$ cat src/rtl/v_mem_seq_pkg.sv
// Shared types and constants for the vector load/store sequencer.
package v_mem_seq_pkg;

  localparam int NUM_BANKS = 4;
  localparam int BANK_BITS = 2;

  localparam int DM_BITS_DEF  = 14;
  localparam int DM_WIDTH_DEF = 32;
  localparam int VL_BITS_DEF  = 6;

  typedef enum logic [1:0] {
    IDLE,
    ISSUE,
    DRAIN,
    DONE
  } state_e;

  typedef enum logic {
    ROW,
    ELEM
  } mode_e;

  function automatic logic [NUM_BANKS-1:0] bank_onehot(input logic [BANK_BITS-1:0] bank);
    return NUM_BANKS'(1) << bank;
  endfunction

endpackage

$ cat src/rtl/v_mem_seq_if.sv
// Bus bundle between vector core, sequencer and 4-bank data memory.
// Optional perf counters appear when V_MEM_SEQ_PERF_EN is defined.
interface v_mem_seq_if #(
  parameter int DATAMEM_BITS  = v_mem_seq_pkg::DM_BITS_DEF,
  parameter int DATAMEM_WIDTH = v_mem_seq_pkg::DM_WIDTH_DEF,
  parameter int VL_BITS       = v_mem_seq_pkg::VL_BITS_DEF
);
  localparam int NB = v_mem_seq_pkg::NUM_BANKS;

  logic                     start;
  logic                     is_store;
  logic                     strided;
  logic [DATAMEM_BITS-1:0]  base_addr;
  logic [DATAMEM_BITS-1:0]  stride;
  logic [VL_BITS-1:0]       vl;

  logic                     st_valid;
  logic [DATAMEM_WIDTH-1:0] st_data [NB];
  logic                     st_ready;

  logic                     ld_valid;
  logic [NB-1:0]            ld_mask;
  logic [DATAMEM_WIDTH-1:0] ld_data [NB];

  logic                     busy;
  logic                     done;

  logic [DATAMEM_BITS-1:0]  data_addr;
  logic [3:0]               dm_write [NB];
  logic [DATAMEM_WIDTH-1:0] data_in  [NB];
  logic [DATAMEM_WIDTH-1:0] data_out [NB];

`ifdef V_MEM_SEQ_PERF_EN
  logic [31:0]              perf_beats;
  logic [31:0]              perf_stalls;
`endif

  // Sequencer side.
  modport slave (
    input  start, is_store, strided, base_addr, stride, vl,
    input  st_valid, st_data, data_out,
    output st_ready, ld_valid, ld_mask, ld_data, busy, done,
    output data_addr, dm_write, data_in
`ifdef V_MEM_SEQ_PERF_EN
    , output perf_beats, perf_stalls
`endif
  );

  // Core/memory side.
  modport master (
    output start, is_store, strided, base_addr, stride, vl,
    output st_valid, st_data, data_out,
    input  st_ready, ld_valid, ld_mask, ld_data, busy, done,
    input  data_addr, dm_write, data_in
`ifdef V_MEM_SEQ_PERF_EN
    , input perf_beats, perf_stalls
`endif
  );

endinterface

$ cat src/rtl/v_mem_seq_agen.sv
// Beat/element counter with wrapping address accumulator and bank-enable
// generation (row tail mask or single element bank).
module v_mem_seq_agen import v_mem_seq_pkg::*; #(
  parameter int ADDR_BITS = DM_BITS_DEF,
  parameter int VL_BITS   = VL_BITS_DEF
)(
  input  logic                 i_clk,
  input  logic                 i_rst,
  input  logic                 i_load,
  input  logic                 i_advance,
  input  logic                 i_row_mode,
  input  logic [ADDR_BITS-1:0] i_base,
  input  logic [ADDR_BITS-1:0] i_step,
  input  logic [VL_BITS-1:0]   i_vl,
  output logic [ADDR_BITS-1:0] o_addr,
  output logic [NUM_BANKS-1:0] o_bank_en,
  output logic                 o_last
);
  // One extra bit so 4n can reach vl rounded up without overflow.
  localparam int CNT_BITS = VL_BITS + 1;

  logic [ADDR_BITS-1:0] r_addr;
  logic [ADDR_BITS-1:0] r_step;
  logic                 r_row;
  logic [VL_BITS-1:0]   r_vl;
  logic [CNT_BITS-1:0]  r_elem;

  logic [CNT_BITS-1:0]  w_inc;
  logic [CNT_BITS-1:0]  w_vl;
  logic [NUM_BANKS-1:0] w_tail;

  always_ff @(posedge i_clk or posedge i_rst) begin
    if (i_rst) begin
      r_addr <= '0;
      r_step <= '0;
      r_row  <= 1'b0;
      r_vl   <= '0;
      r_elem <= '0;
    end else if (i_load) begin
      r_addr <= i_base;
      r_step <= i_row_mode ? ADDR_BITS'(NUM_BANKS) : i_step;
      r_row  <= i_row_mode;
      r_vl   <= i_vl;
      r_elem <= '0;
    end else if (i_advance) begin
      r_addr <= r_addr + r_step;
      r_elem <= r_elem + w_inc;
    end
  end

  assign w_inc = r_row ? CNT_BITS'(NUM_BANKS) : CNT_BITS'(1);
  assign w_vl  = {1'b0, r_vl};

  always_comb begin
    w_tail = '0;
    for (int i = 0; i < NUM_BANKS; i++) begin
      w_tail[i] = (r_elem + CNT_BITS'(i)) < w_vl;
    end
  end

  assign o_addr    = r_addr;
  assign o_last    = (r_elem + w_inc) >= w_vl;
  assign o_bank_en = r_row ? w_tail : bank_onehot(r_addr[BANK_BITS-1:0]);

endmodule

$ cat src/rtl/v_mem_seq.sv
// Vector load/store sequencer: splits one vector command into bank beats.
// Define V_MEM_SEQ_PERF_EN to add beat and store-stall counters.
module v_mem_seq import v_mem_seq_pkg::*; #(
  parameter int DATAMEM_BITS  = DM_BITS_DEF,
  parameter int DATAMEM_WIDTH = DM_WIDTH_DEF,
  parameter int VL_BITS       = VL_BITS_DEF
)(
  input  logic        core_clk,
  input  logic        rst,
  v_mem_seq_if.slave  bus
);

  state_e                   r_state;
  state_e                   w_next;
  logic                     r_is_store;
  mode_e                    r_mode;

  logic                     w_start_ok;
  logic                     w_row_start;
  logic                     w_issue;
  logic                     w_last;
  logic [DATAMEM_BITS-1:0]  w_step;
  logic [DATAMEM_BITS-1:0]  w_addr;
  logic [NUM_BANKS-1:0]     w_bank_en;
  logic [NUM_BANKS-1:0]     w_we_bank;
  logic [DATAMEM_WIDTH-1:0] w_elem_data;

  logic                     r_ld_valid;
  mode_e                    r_ld_mode;
  logic [NUM_BANKS-1:0]     r_ld_mask;
  logic [BANK_BITS-1:0]     r_ld_bank;

  assign w_start_ok  = (r_state == IDLE) && bus.start;
  assign w_row_start = !bus.strided && (bus.base_addr[BANK_BITS-1:0] == '0);
  assign w_step      = bus.strided ? bus.stride : DATAMEM_BITS'(1);

  v_mem_seq_agen #(
    .ADDR_BITS (DATAMEM_BITS),
    .VL_BITS   (VL_BITS)
  ) u_agen (
    .i_clk      (core_clk),
    .i_rst      (rst),
    .i_load     (w_start_ok),
    .i_advance  (w_issue),
    .i_row_mode (w_row_start),
    .i_base     (bus.base_addr),
    .i_step     (w_step),
    .i_vl       (bus.vl),
    .o_addr     (w_addr),
    .o_bank_en  (w_bank_en),
    .o_last     (w_last)
  );

  // NOTE: sequential state uses non-blocking assignments so every flop
  // samples pre-edge values regardless of process evaluation order.
  always_ff @(posedge core_clk or posedge rst) begin
    if (rst) begin
      r_state    <= IDLE;
      r_is_store <= 1'b0;
      r_mode     <= ROW;
    end else begin
      r_state <= w_next;
      if (w_start_ok) begin
        r_is_store <= bus.is_store;
        r_mode     <= w_row_start ? ROW : ELEM;
      end
    end
  end

  // NOTE: every signal gets a default before the case so no path leaves it
  // unassigned, which would otherwise infer a latch.
  always_comb begin
    w_next   = r_state;
    w_issue  = 1'b0;
    bus.busy = 1'b0;
    bus.done = 1'b0;
    case (r_state)
      IDLE: begin
        if (bus.start) w_next = (bus.vl == '0) ? DONE : ISSUE;
      end
      ISSUE: begin
        bus.busy = 1'b1;
        w_issue  = r_is_store ? bus.st_valid : 1'b1;
        if (w_issue && w_last) w_next = r_is_store ? DONE : DRAIN;
      end
      DRAIN, DONE: begin
        bus.busy = 1'b1;
        bus.done = 1'b1;
        w_next   = IDLE;
      end
      default: w_next = IDLE;
    endcase
  end

  // Store path: write enables and data are gated so idle/stall cycles drive 0.
  assign w_elem_data   = bus.st_data[0];
  assign w_we_bank     = (w_issue && r_is_store) ? w_bank_en : '0;
  assign bus.st_ready  = w_issue && r_is_store;
  assign bus.data_addr = w_addr;

  always_comb begin
    for (int i = 0; i < NUM_BANKS; i++) begin
      bus.dm_write[i] = {4{w_we_bank[i]}};
      bus.data_in[i]  = '0;
      if (w_we_bank[i]) bus.data_in[i] = (r_mode == ROW) ? bus.st_data[i] : w_elem_data;
    end
  end

  // Load beat context registered to line up with the 1-cycle memory read.
  always_ff @(posedge core_clk or posedge rst) begin
    if (rst) begin
      r_ld_valid <= 1'b0;
      r_ld_mode  <= ROW;
      r_ld_mask  <= '0;
      r_ld_bank  <= '0;
    end else begin
      r_ld_valid <= w_issue && !r_is_store;
      if (w_issue && !r_is_store) begin
        r_ld_mode <= r_mode;
        r_ld_mask <= w_bank_en;
        r_ld_bank <= w_addr[BANK_BITS-1:0];
      end
    end
  end

  assign bus.ld_valid = r_ld_valid;

  always_comb begin
    bus.ld_mask = '0;
    for (int i = 0; i < NUM_BANKS; i++) bus.ld_data[i] = '0;
    if (r_ld_valid) begin
      if (r_ld_mode == ROW) begin
        bus.ld_mask = r_ld_mask;
        for (int i = 0; i < NUM_BANKS; i++) begin
          if (r_ld_mask[i]) bus.ld_data[i] = bus.data_out[i];
        end
      end else begin
        bus.ld_mask    = NUM_BANKS'(1);
        bus.ld_data[0] = bus.data_out[r_ld_bank];
      end
    end
  end

`ifdef V_MEM_SEQ_PERF_EN
  logic [31:0] r_perf_beats;
  logic [31:0] r_perf_stalls;

  always_ff @(posedge core_clk or posedge rst) begin
    if (rst) begin
      r_perf_beats  <= '0;
      r_perf_stalls <= '0;
    end else begin
      if (w_issue) r_perf_beats <= r_perf_beats + 32'd1;
      if ((r_state == ISSUE) && r_is_store && !bus.st_valid)
        r_perf_stalls <= r_perf_stalls + 32'd1;
    end
  end

  assign bus.perf_beats  = r_perf_beats;
  assign bus.perf_stalls = r_perf_stalls;
`endif

endmodule

$ cat src/flat_wrapper.sv
// flat-port wrapper written by rule: the top's interface ports become plain ports
module v_mem_seq_flat import v_mem_seq_pkg::*;
#(
  parameter int DATAMEM_BITS  = DM_BITS_DEF,
  parameter int DATAMEM_WIDTH = DM_WIDTH_DEF,
  parameter int VL_BITS       = VL_BITS_DEF
)
  (core_clk, rst, bus_start, bus_is_store, bus_strided, bus_base_addr, bus_stride, bus_vl, bus_st_valid, bus_st_data, bus_data_out, bus_st_ready, bus_ld_valid, bus_ld_mask, bus_ld_data, bus_busy, bus_done, bus_data_addr, bus_dm_write, bus_data_in);
  v_mem_seq_if #(.DATAMEM_BITS(DATAMEM_BITS), .DATAMEM_WIDTH(DATAMEM_WIDTH), .VL_BITS(VL_BITS)) bus_i ();
  input  logic core_clk;
  input  logic rst;
  input wire logic [$bits(bus_i.start)-1:0] bus_start;
  input wire logic [$bits(bus_i.is_store)-1:0] bus_is_store;
  input wire logic [$bits(bus_i.strided)-1:0] bus_strided;
  input wire logic [$bits(bus_i.base_addr)-1:0] bus_base_addr;
  input wire logic [$bits(bus_i.stride)-1:0] bus_stride;
  input wire logic [$bits(bus_i.vl)-1:0] bus_vl;
  input wire logic [$bits(bus_i.st_valid)-1:0] bus_st_valid;
  input wire logic [$bits(bus_i.st_data)-1:0] bus_st_data;
  input wire logic [$bits(bus_i.data_out)-1:0] bus_data_out;
  output wire logic [$bits(bus_i.st_ready)-1:0] bus_st_ready;
  output wire logic [$bits(bus_i.ld_valid)-1:0] bus_ld_valid;
  output wire logic [$bits(bus_i.ld_mask)-1:0] bus_ld_mask;
  output wire logic [$bits(bus_i.ld_data)-1:0] bus_ld_data;
  output wire logic [$bits(bus_i.busy)-1:0] bus_busy;
  output wire logic [$bits(bus_i.done)-1:0] bus_done;
  output wire logic [$bits(bus_i.data_addr)-1:0] bus_data_addr;
  output wire logic [$bits(bus_i.dm_write)-1:0] bus_dm_write;
  output wire logic [$bits(bus_i.data_in)-1:0] bus_data_in;
  assign bus_i.start = bus_start;
  assign bus_i.is_store = bus_is_store;
  assign bus_i.strided = bus_strided;
  assign bus_i.base_addr = bus_base_addr;
  assign bus_i.stride = bus_stride;
  assign bus_i.vl = bus_vl;
  assign bus_i.st_valid = bus_st_valid;
  assign bus_i.st_data = {>>{bus_st_data}};
  assign bus_i.data_out = {>>{bus_data_out}};
  assign bus_st_ready = bus_i.st_ready;
  assign bus_ld_valid = bus_i.ld_valid;
  assign bus_ld_mask = bus_i.ld_mask;
  assign bus_ld_data = {>>{bus_i.ld_data}};
  assign bus_busy = bus_i.busy;
  assign bus_done = bus_i.done;
  assign bus_data_addr = bus_i.data_addr;
  assign bus_dm_write = {>>{bus_i.dm_write}};
  assign bus_data_in = {>>{bus_i.data_in}};
  v_mem_seq #(.DATAMEM_BITS(DATAMEM_BITS), .DATAMEM_WIDTH(DATAMEM_WIDTH), .VL_BITS(VL_BITS)) u_core (.core_clk(core_clk), .rst(rst), .bus(bus_i));
endmodule
$ cat config.mk
export PLATFORM = sky130hd
export DESIGN_NAME = v_mem_seq_flat
export DESIGN_NICKNAME = d
export VERILOG_FILES = /design/src/rtl/v_mem_seq_pkg.sv /design/src/rtl/v_mem_seq_if.sv /design/src/rtl/v_mem_seq_agen.sv /design/src/rtl/v_mem_seq.sv /design/src/flat_wrapper.sv
export SDC_FILE = /design/constraint.sdc
export NUM_CORES = 1
export LEC_CHECK = 0
export BUFFER_PORTS_ARGS = -buffer_cell sky130_fd_sc_hd__buf_2
export CAP_MARGIN = 5
export CORE_AREA = 2 2 229 231
export DETAILED_ROUTE_END_ITERATION = 12
export DIE_AREA = 0 0 231 233
export SETUP_SLACK_MARGIN = 0.4
export SYNTH_ARGS = -nofsm -noshare
export SYNTH_HDL_FRONTEND = slang
export SYNTH_HIERARCHICAL = 1
export SYNTH_SLANG_ARGS = --single-unit
$ cat constraint.sdc
create_clock -name core_clk -period 2.59 [get_ports core_clk]
set_input_delay 0.259 -clock core_clk [delete_from_list [all_inputs] [get_ports core_clk]]
set_output_delay 0.259 -clock core_clk [all_outputs]
set_load 0.05 [all_outputs]
# After elaboration in Yosys (flattened, before gate mapping)
# Index checks and enable logic that the tools add are counted.
[classes] add_sub_neg=5 magnitude_cmp=6 n_eq_ne=5 shifts=1 n_mux=38 bitwise=1 n_reduce_logical=14
[ops] cell="$mux 32" n=14
[ops] cell="$mux 128" n=1
[ops] cell="$mux 96" n=1
[ops] cell="$bmux 32 s2" n=1
[ops] cell="$mux 14" n=4
[ops] cell="$lt 7x6->1" n=4
[ops] cell="$mux 4" n=4
[ops] cell="$add 14x14->14" n=1
[ops] cell="$add 7x2->7 const B" n=2
[ops] cell="$mux 7" n=2
[ops] cell="$add 7x1->7 const B" n=1
[ops] cell="$add 7x3->7" n=1
[ops] cell="$ge 7x6->1" n=1
[ops] cell="$logic_not 6->1" n=1
[ops] cell="$mux 1" n=6
[ops] cell="$mux 2" n=3
[ops] cell="$pmux 2 s3" n=1
[ops] cell="$logic_and 1x1->1" n=5
[ops] cell="$eq 2x2->1 const B" n=2
[ops] cell="$logic_not 2->1" n=2
[ops] cell="$shl 1x2->4 const A" n=1
[ops] cell="$ge 3x3->1 const B" n=1
[ops] cell="$mux 3" n=1
[ops] cell="$not 2->3" n=1
[ops] cell="other kinds (8)" n=9
[word_totals] regBits=54 inputBits=296 output_inout_bits=294

# Depth between registers and ports, before layout
[depth] depth_word=6 mapped_depth=14

# Hierarchy
# The synthesis kept the hierarchy.
[modules_own_cells] mod="v_mem_seq" instances=1 cells_per_inst=595 area_per_inst_um2=3842.4
[modules_own_cells] mod="v_mem_seq_agen" instances=1 cells_per_inst=375 area_per_inst_um2=3285.7

# Worst setup path before layout
# Ideal clock, no wire load.
[synth_path] kind="reg-to-output" start="register u_core.u_agen.r_elem[1]" end="output port bus_data_in[22]" arrival_ns=2.977 t_required_ns=2.331 slack_ns=-0.646 stages_incl_launch_ff=14 path_buffers=1 cell_sequence="dfrtp_1 > inv_1 > ha_1 > inv_1 > ha_1 > a21o_1 > a21o_1 > a21oi_1 > nor2b_1 > o21ai_0 > a32o_1 > nand2_1 > buf_2 > a21oi_1"
[synth_via] elab_chain_len=5
[synth_rtl] element="start, declared" line="v_mem_seq_agen.sv:26" text="logic [CNT_BITS-1:0] r_elem;"
[synth_rtl] element="start signal, assigned" line="v_mem_seq_agen.sv:47" text="r_elem <= r_elem + w_inc;"
[synth_rtl] element="$add 7x2->7" line="v_mem_seq_agen.sv:57" text="w_tail[i] = (r_elem + CNT_BITS'(i)) < w_vl;"
[synth_rtl] element="$lt 7x6->1" line="v_mem_seq_agen.sv:57"
[synth_rtl] element="$mux 4" line="v_mem_seq_agen.sv:63" text="assign o_bank_en = r_row ? w_tail : bank_onehot(r_addr[BANK_BITS-1:0]);"
[synth_rtl] element="via u_core.w_bank_en[3]" line="v_mem_seq.sv:24" text="logic [NUM_BANKS-1:0] w_bank_en;"
[synth_rtl] element="$mux 4" line="v_mem_seq.sv:97" text="assign w_we_bank = (w_issue && r_is_store) ? w_bank_en : '0;"
[synth_rtl] element="$mux 32" line="v_mem_seq.sv:105" text="if (w_we_bank[i]) bus.data_in[i] = (r_mode == ROW) ? bus.st_data[i] : w_elem_data;"
[synth_rtl] element="end, declared" line="flat_wrapper.sv:29" text="output wire logic [$bits(bus_i.data_in)-1:0] bus_data_in;"
# The timed path passes the listed nets, and every way through them passes these cells.

# Worst setup path in the final report
[layout_path] start="register u_core.u_agen.r_elem[1]" end="output port bus_data_in[46]"
# The elaborated chain is that of the path after synthesis.

==> key figures <==
Status
  – Status: finished, violations left
  – Failing checks: negative hold slack, negative setup slack

Setup path
  – R2r startpoint: u_core/u_agen/r_elem[1]$_DFFE_PP0P_
  – R2r worst-path depth: 14
  – Critical setup path kind: register to primary output
  – CP endpoint kind: primary output
  – Slowest stage cell on the critical path: sky130_fd_sc_hd__dfrtp_2
  – Required @ worst endpoint: ~2.3 ns
  – Crit Path Max Fanout: 7
  – Critical Path Max Stage Delay: roughly 0.44 ns
  – Arrival @ worst endpoint: 2.89 ns
  – Critical path endpoint: bus_data_in[46]
  – CP cell instances: ha_2, buf_4, xor2_1, ha_1, a21oi_2, nor2b_1, o21ai_1, a32o_2, nand2_8, buf_12, buf_16, a21oi_4, buf_6
  – Launching instance or port of the critical path: u_core/u_agen/r_elem[1]$_DFFE_PP0P_
  – R2R setup slack: ~0.050 ns
  – Endpoint of the lowest-slack register-to-register path: u_core/r_ld_mask[0]$_DFFE_PP0P_
  – Kind of start point of the critical path: register

Flow run
  – Max-cap violation count: 0

Pwr
  – Switch Pwr: ~9.7 mW
  – Switching part of the total power: 54.6%
  – Total power consumption of the routed design: between 15 and 20 mW
  – Sequential power share: 11.2%
  – Relative contribution of combinational cells to total power: a little over four fifths
  – Leak: a little over 7 nW
  – Internal power: 8.04 mW
  – Worst IR Drop VDD: around 0.76 mV
  – Relative contribution of the clock network to total power: around 4.1%
  – Power density relative to cell area: around 1200 nW/um^2

STA
  – Unrepaired setup endpoints after global routing: yes
  – Final Cycle Share: 122%
  – Number of setup violations in the final report: between 100 and 150
  – Max-slew violation total from the final report: 0
  – Final worst slack: -0.559 ns
  – Fin. Hold Viols: 2
  – Time the worst path needs with I/O delays and setup: 3.15 ns
  – Worst clock skew on the final layout: 0.00809 ns
  – Hold Slack: -0.00181 ns
  – Worst slew margin: 52.5%
  – Pin slew with the least headroom to its limit: between 0.7 and 0.8 ns
  – Max Clk Rate: ~320 MHz

Cells and area
  – Count of placed standard cells in the final layout, fillers left out: approximately 2300
  – Proportion of layout cells with a drive suffix above 1: 59.0%
  – Finished Cell Area: 15400 um^2
  – Area added between synthesis and finish: 116%
  – Final Net Count: 1925

Routing
  – Number of vias per cell: 4.56
  – Number of DRC violations after detailed routing: 0
  – DR iter-0 viols: 727
  – Final wirelength: ~55 mm
  – Total number of vias: ~10000
  – ANT nets after route: 0
  – Drt pass-1 iters: 5
  – Routed wirelength normalized by instance count: between 20 and 25 um

Yosys
  – Flops & latches, synth: 54
  – Cell type contributing the most total cell area after synthesis: sky130_fd_sc_hd__dfrtp_1
  – Sequential cell area fraction in the yosys report: 19.0%
  – Post-synth top area share: 19.0%
  – Prevailing post-synth register cell: sky130_fd_sc_hd__dfrtp_1
  – Cell area after technology mapping: approximately 7100 um^2
  – Synth top area cells: sky130_fd_sc_hd__dfrtp_1 (19%), sky130_fd_sc_hd__and3_1 (11%), sky130_fd_sc_hd__nand2b_1 (9.2%)
  – Post-Synthesis Mean Instance Area: approximately 7.3 um^2
  – Post-synth EDFFs: 0
  – Number of warnings printed during yosys synthesis: 6
  – Cells after synthesis: 970
  – Number of different library cells in the post-synthesis netlist: 54
  – Total nets after synthesis: ~1300
  – Async set-or-reset flop fraction in the synthesized netlist: 100%

GRT
  – Met3 demand-to-capacity share in global routing: roughly a tenth
  – Total global-route track usage: between 10% and 20%
  – First-pass GRT wire length: around 74 mm
  – Vias in the first global route: just over 10000
  – Largest net degree at the start of global routing: 73
  – Leftover overflow at the end of global routing: 0
  – Met1 GRT Util: 23.0%
  – Met2 routing resource usage after global routing: around 30%
  – Global route hottest layer: met2
  – Initial antenna violation count: 52

Clocking
  – Sinks on Clock Net: 54
  – CTS tree: done
  – Count of H-tree levels built during CTS: 2
  – Number of buffers inserted during clock tree synthesis: 5
  – Source-to-sink clock delay at the later pin of the worst-skew pair: around 0.31 ns
  – Clock tree buffer depth: 2
  – Clock tree root buffer cell: sky130_fd_sc_hd__clkbuf_16
  – CTS Hold Bufs: 0
  – Worst-path clk slew: approximately 0.070 ns

Die
  – IO Count: a little under 600
  – Die extent in x: approximately 230 um
  – Chip Height: 233 um
  – Die ar.: 53800 um^2
  – Initial Util: around 14%
  – Standard-cell row count: 83
  – Placeable core region: 51100 um^2

Min path
  – Class of the tightest hold or removal check: input pin to asynchronous set/reset pin

Placement
  – Area post-placement: 12800 um^2
  – Final Wtd Congestion: about 0.91
  – Placed cells: about 2200
  – Half-perimeter wire length of the detailed placement result: 42.6 mm
  – # port buffers: between 500 and 600
[worst max-delay path, delay by kind of cell, from the launching register on]
kind / cells / cell delay, ns
AOI/OAI and AO/OA: 4 / 0.68
xor gates and xnor gates: 1 / 0.14
adders and majority gates: 2 / 0.49
buffers and inverters: 4 / 0.63
DFF: 1 / 0.44
and+or+nand+nor: 2 / 0.20
[cell usage in the layout (no fill, tap or decap), types with 14 or more instances in the layout]
| master | instances |
|---|---|
| sky130_fd_sc_hd__inv_1 | 24 |
| sky130_fd_sc_hd__ha_1 | 26 |
| sky130_fd_sc_hd__nand2_1 | 72 |
| sky130_fd_sc_hd__and3_1 | 95 |
| sky130_fd_sc_hd__buf_16 | 14 |
| sky130_fd_sc_hd__buf_4 | 64 |
| sky130_fd_sc_hd__xor2_1 | 16 |
| sky130_fd_sc_hd__dfrtp_2 | 14 |
| sky130_fd_sc_hd__a21oi_2 | 18 |
| sky130_fd_sc_hd__and2_1 | 16 |
| sky130_fd_sc_hd__buf_12 | 58 |
| sky130_fd_sc_hd__mux2i_1 | 39 |
| sky130_fd_sc_hd__a221o_1 | 32 |
| sky130_fd_sc_hd__nand2b_1 | 104 |
| sky130_fd_sc_hd__dfrtp_1 | 39 |
| sky130_fd_sc_hd__diode_2 | 16 |
| sky130_fd_sc_hd__buf_2 | 407 |
| sky130_fd_sc_hd__a21oi_4 | 87 |
| sky130_fd_sc_hd__nor2_1 | 52 |
| sky130_fd_sc_hd__xnor2_1 | 14 |
| sky130_fd_sc_hd__o21ai_0 | 32 |
| sky130_fd_sc_hd__ha_4 | 16 |
| sky130_fd_sc_hd__buf_8 | 44 |
| sky130_fd_sc_hd__buf_6 | 103 |
| sky130_fd_sc_hd__and3_4 | 32 |
| sky130_fd_sc_hd__a21oi_1 | 15 |
[cells by family (layout without fill, tap and decap cells)]
kind of cell	Yosys count	after routing	synth area share, %
simple gates	427	427	33.1
compound gates	231	234	20.2
buf+inv	128	738	8.14
flops	54	54	19.0
mux	51	51	7.32
fa+ha+maj	47	47	8.36
xor+xnor	32	32	3.93
other cells	0	16	0
[timing repair]
action	in CTS	in global routing
endpoints found under the setup margin	228	242
cloned	17	1
gates resized for setup	365	104
pin swaps	33	47
buffers inserted	23	13
endpoints found under the hold margin	0	0
[flip-flops by register name, indices dropped and copies added (netlist names)]
signal,count
u_core/u_agen/r_row,1
u_core/r_ld_mask,4
u_core/u_agen/r_vl,6
u_core/u_agen/r_elem,7
u_core/r_is_store,1
u_core/r_ld_mode,1
u_core/r_mode,1
u_core/r_state,2
u_core/bus.ld_valid,1
u_core/u_agen/r_step,14
u_core/u_agen/o_addr,14
u_core/r_ld_bank,2
[Yosys cell counts (all sizes together) (17+ instances only)]
cell type,count
a221o,32
nand2,75
buf,38
inv,34
a21oi,120
xor2,18
and3,128
nand2b,105
and2,17
ha,46
nor2,56
mux2i,42
dfrtp,54
clkbuf,56
o21ai,40
[layer usage]
layer | wire [um] | share of wire [%]
met3 | 7510 | 14
met2 | 24000 | 43
met5 | 182 | 0.33
met4 | 2210 | 4.0
met1 | 21300 | 39
[per-stage QoR]
| step | util, % | TNS (ns) | worst slack, ns |
|---|---|---|---|
| global placement | 25.0 | -22.94 | -0.296 |
| CTS | 29.0 | -65.68 | -0.550 |
| floorplan | - | -10.75 | -0.232 |
| global route | 30.1 | -82.38 | -0.663 |
| detailed placement | 25.0 | -25.29 | -0.323 |
| finish | 30.1 | -65.27 | -0.559 |
[cell type report]
class                      count  area, um^2
timing repair buffer         696        5950
sequential                    54        1370
inverter                      34         144
tap                          680         851
fill                        5356       35700
multi-input combinational    791        6890
antenna                       16        40.0
clock buffer                   6         139
clock inverter                 2        16.3
[power by group through the flow]
stage                     clock [mW]  combinational [mW]  sequential, mW
final                          0.724                15.0            1.98
after global routing           0.798                15.8            2.04
after CTS                      0.757                13.9            1.93
after detailed placement           0                11.3            1.92
after global placement             0                11.2            1.89
after floorplan                    0                7.97            1.99
[how the worst min path moves through the flow]
stage / slack [ns] / to / start / depth (start not counted)
final: -0.002 / u_core/r_state[0]$_DFFE_PP0P_ / rst / 2
after global routing: 0.03 / u_core/r_state[0]$_DFFE_PP0P_ / rst / 2
after CTS: 0.006 / u_core/r_state[0]$_DFFE_PP0P_ / rst / 2
after detailed placement: 0.35 / u_core/r_state[1]$_DFFE_PP0P_ / rst / 2
after global placement: 0.34 / u_core/r_is_store$_DFFE_PP0P_ / rst / 2
after floorplan: 0.12 / u_core/bus.ld_valid$_DFF_PP0_ / rst / 1
No activity file was read; power rests on OpenSTA's default activity.
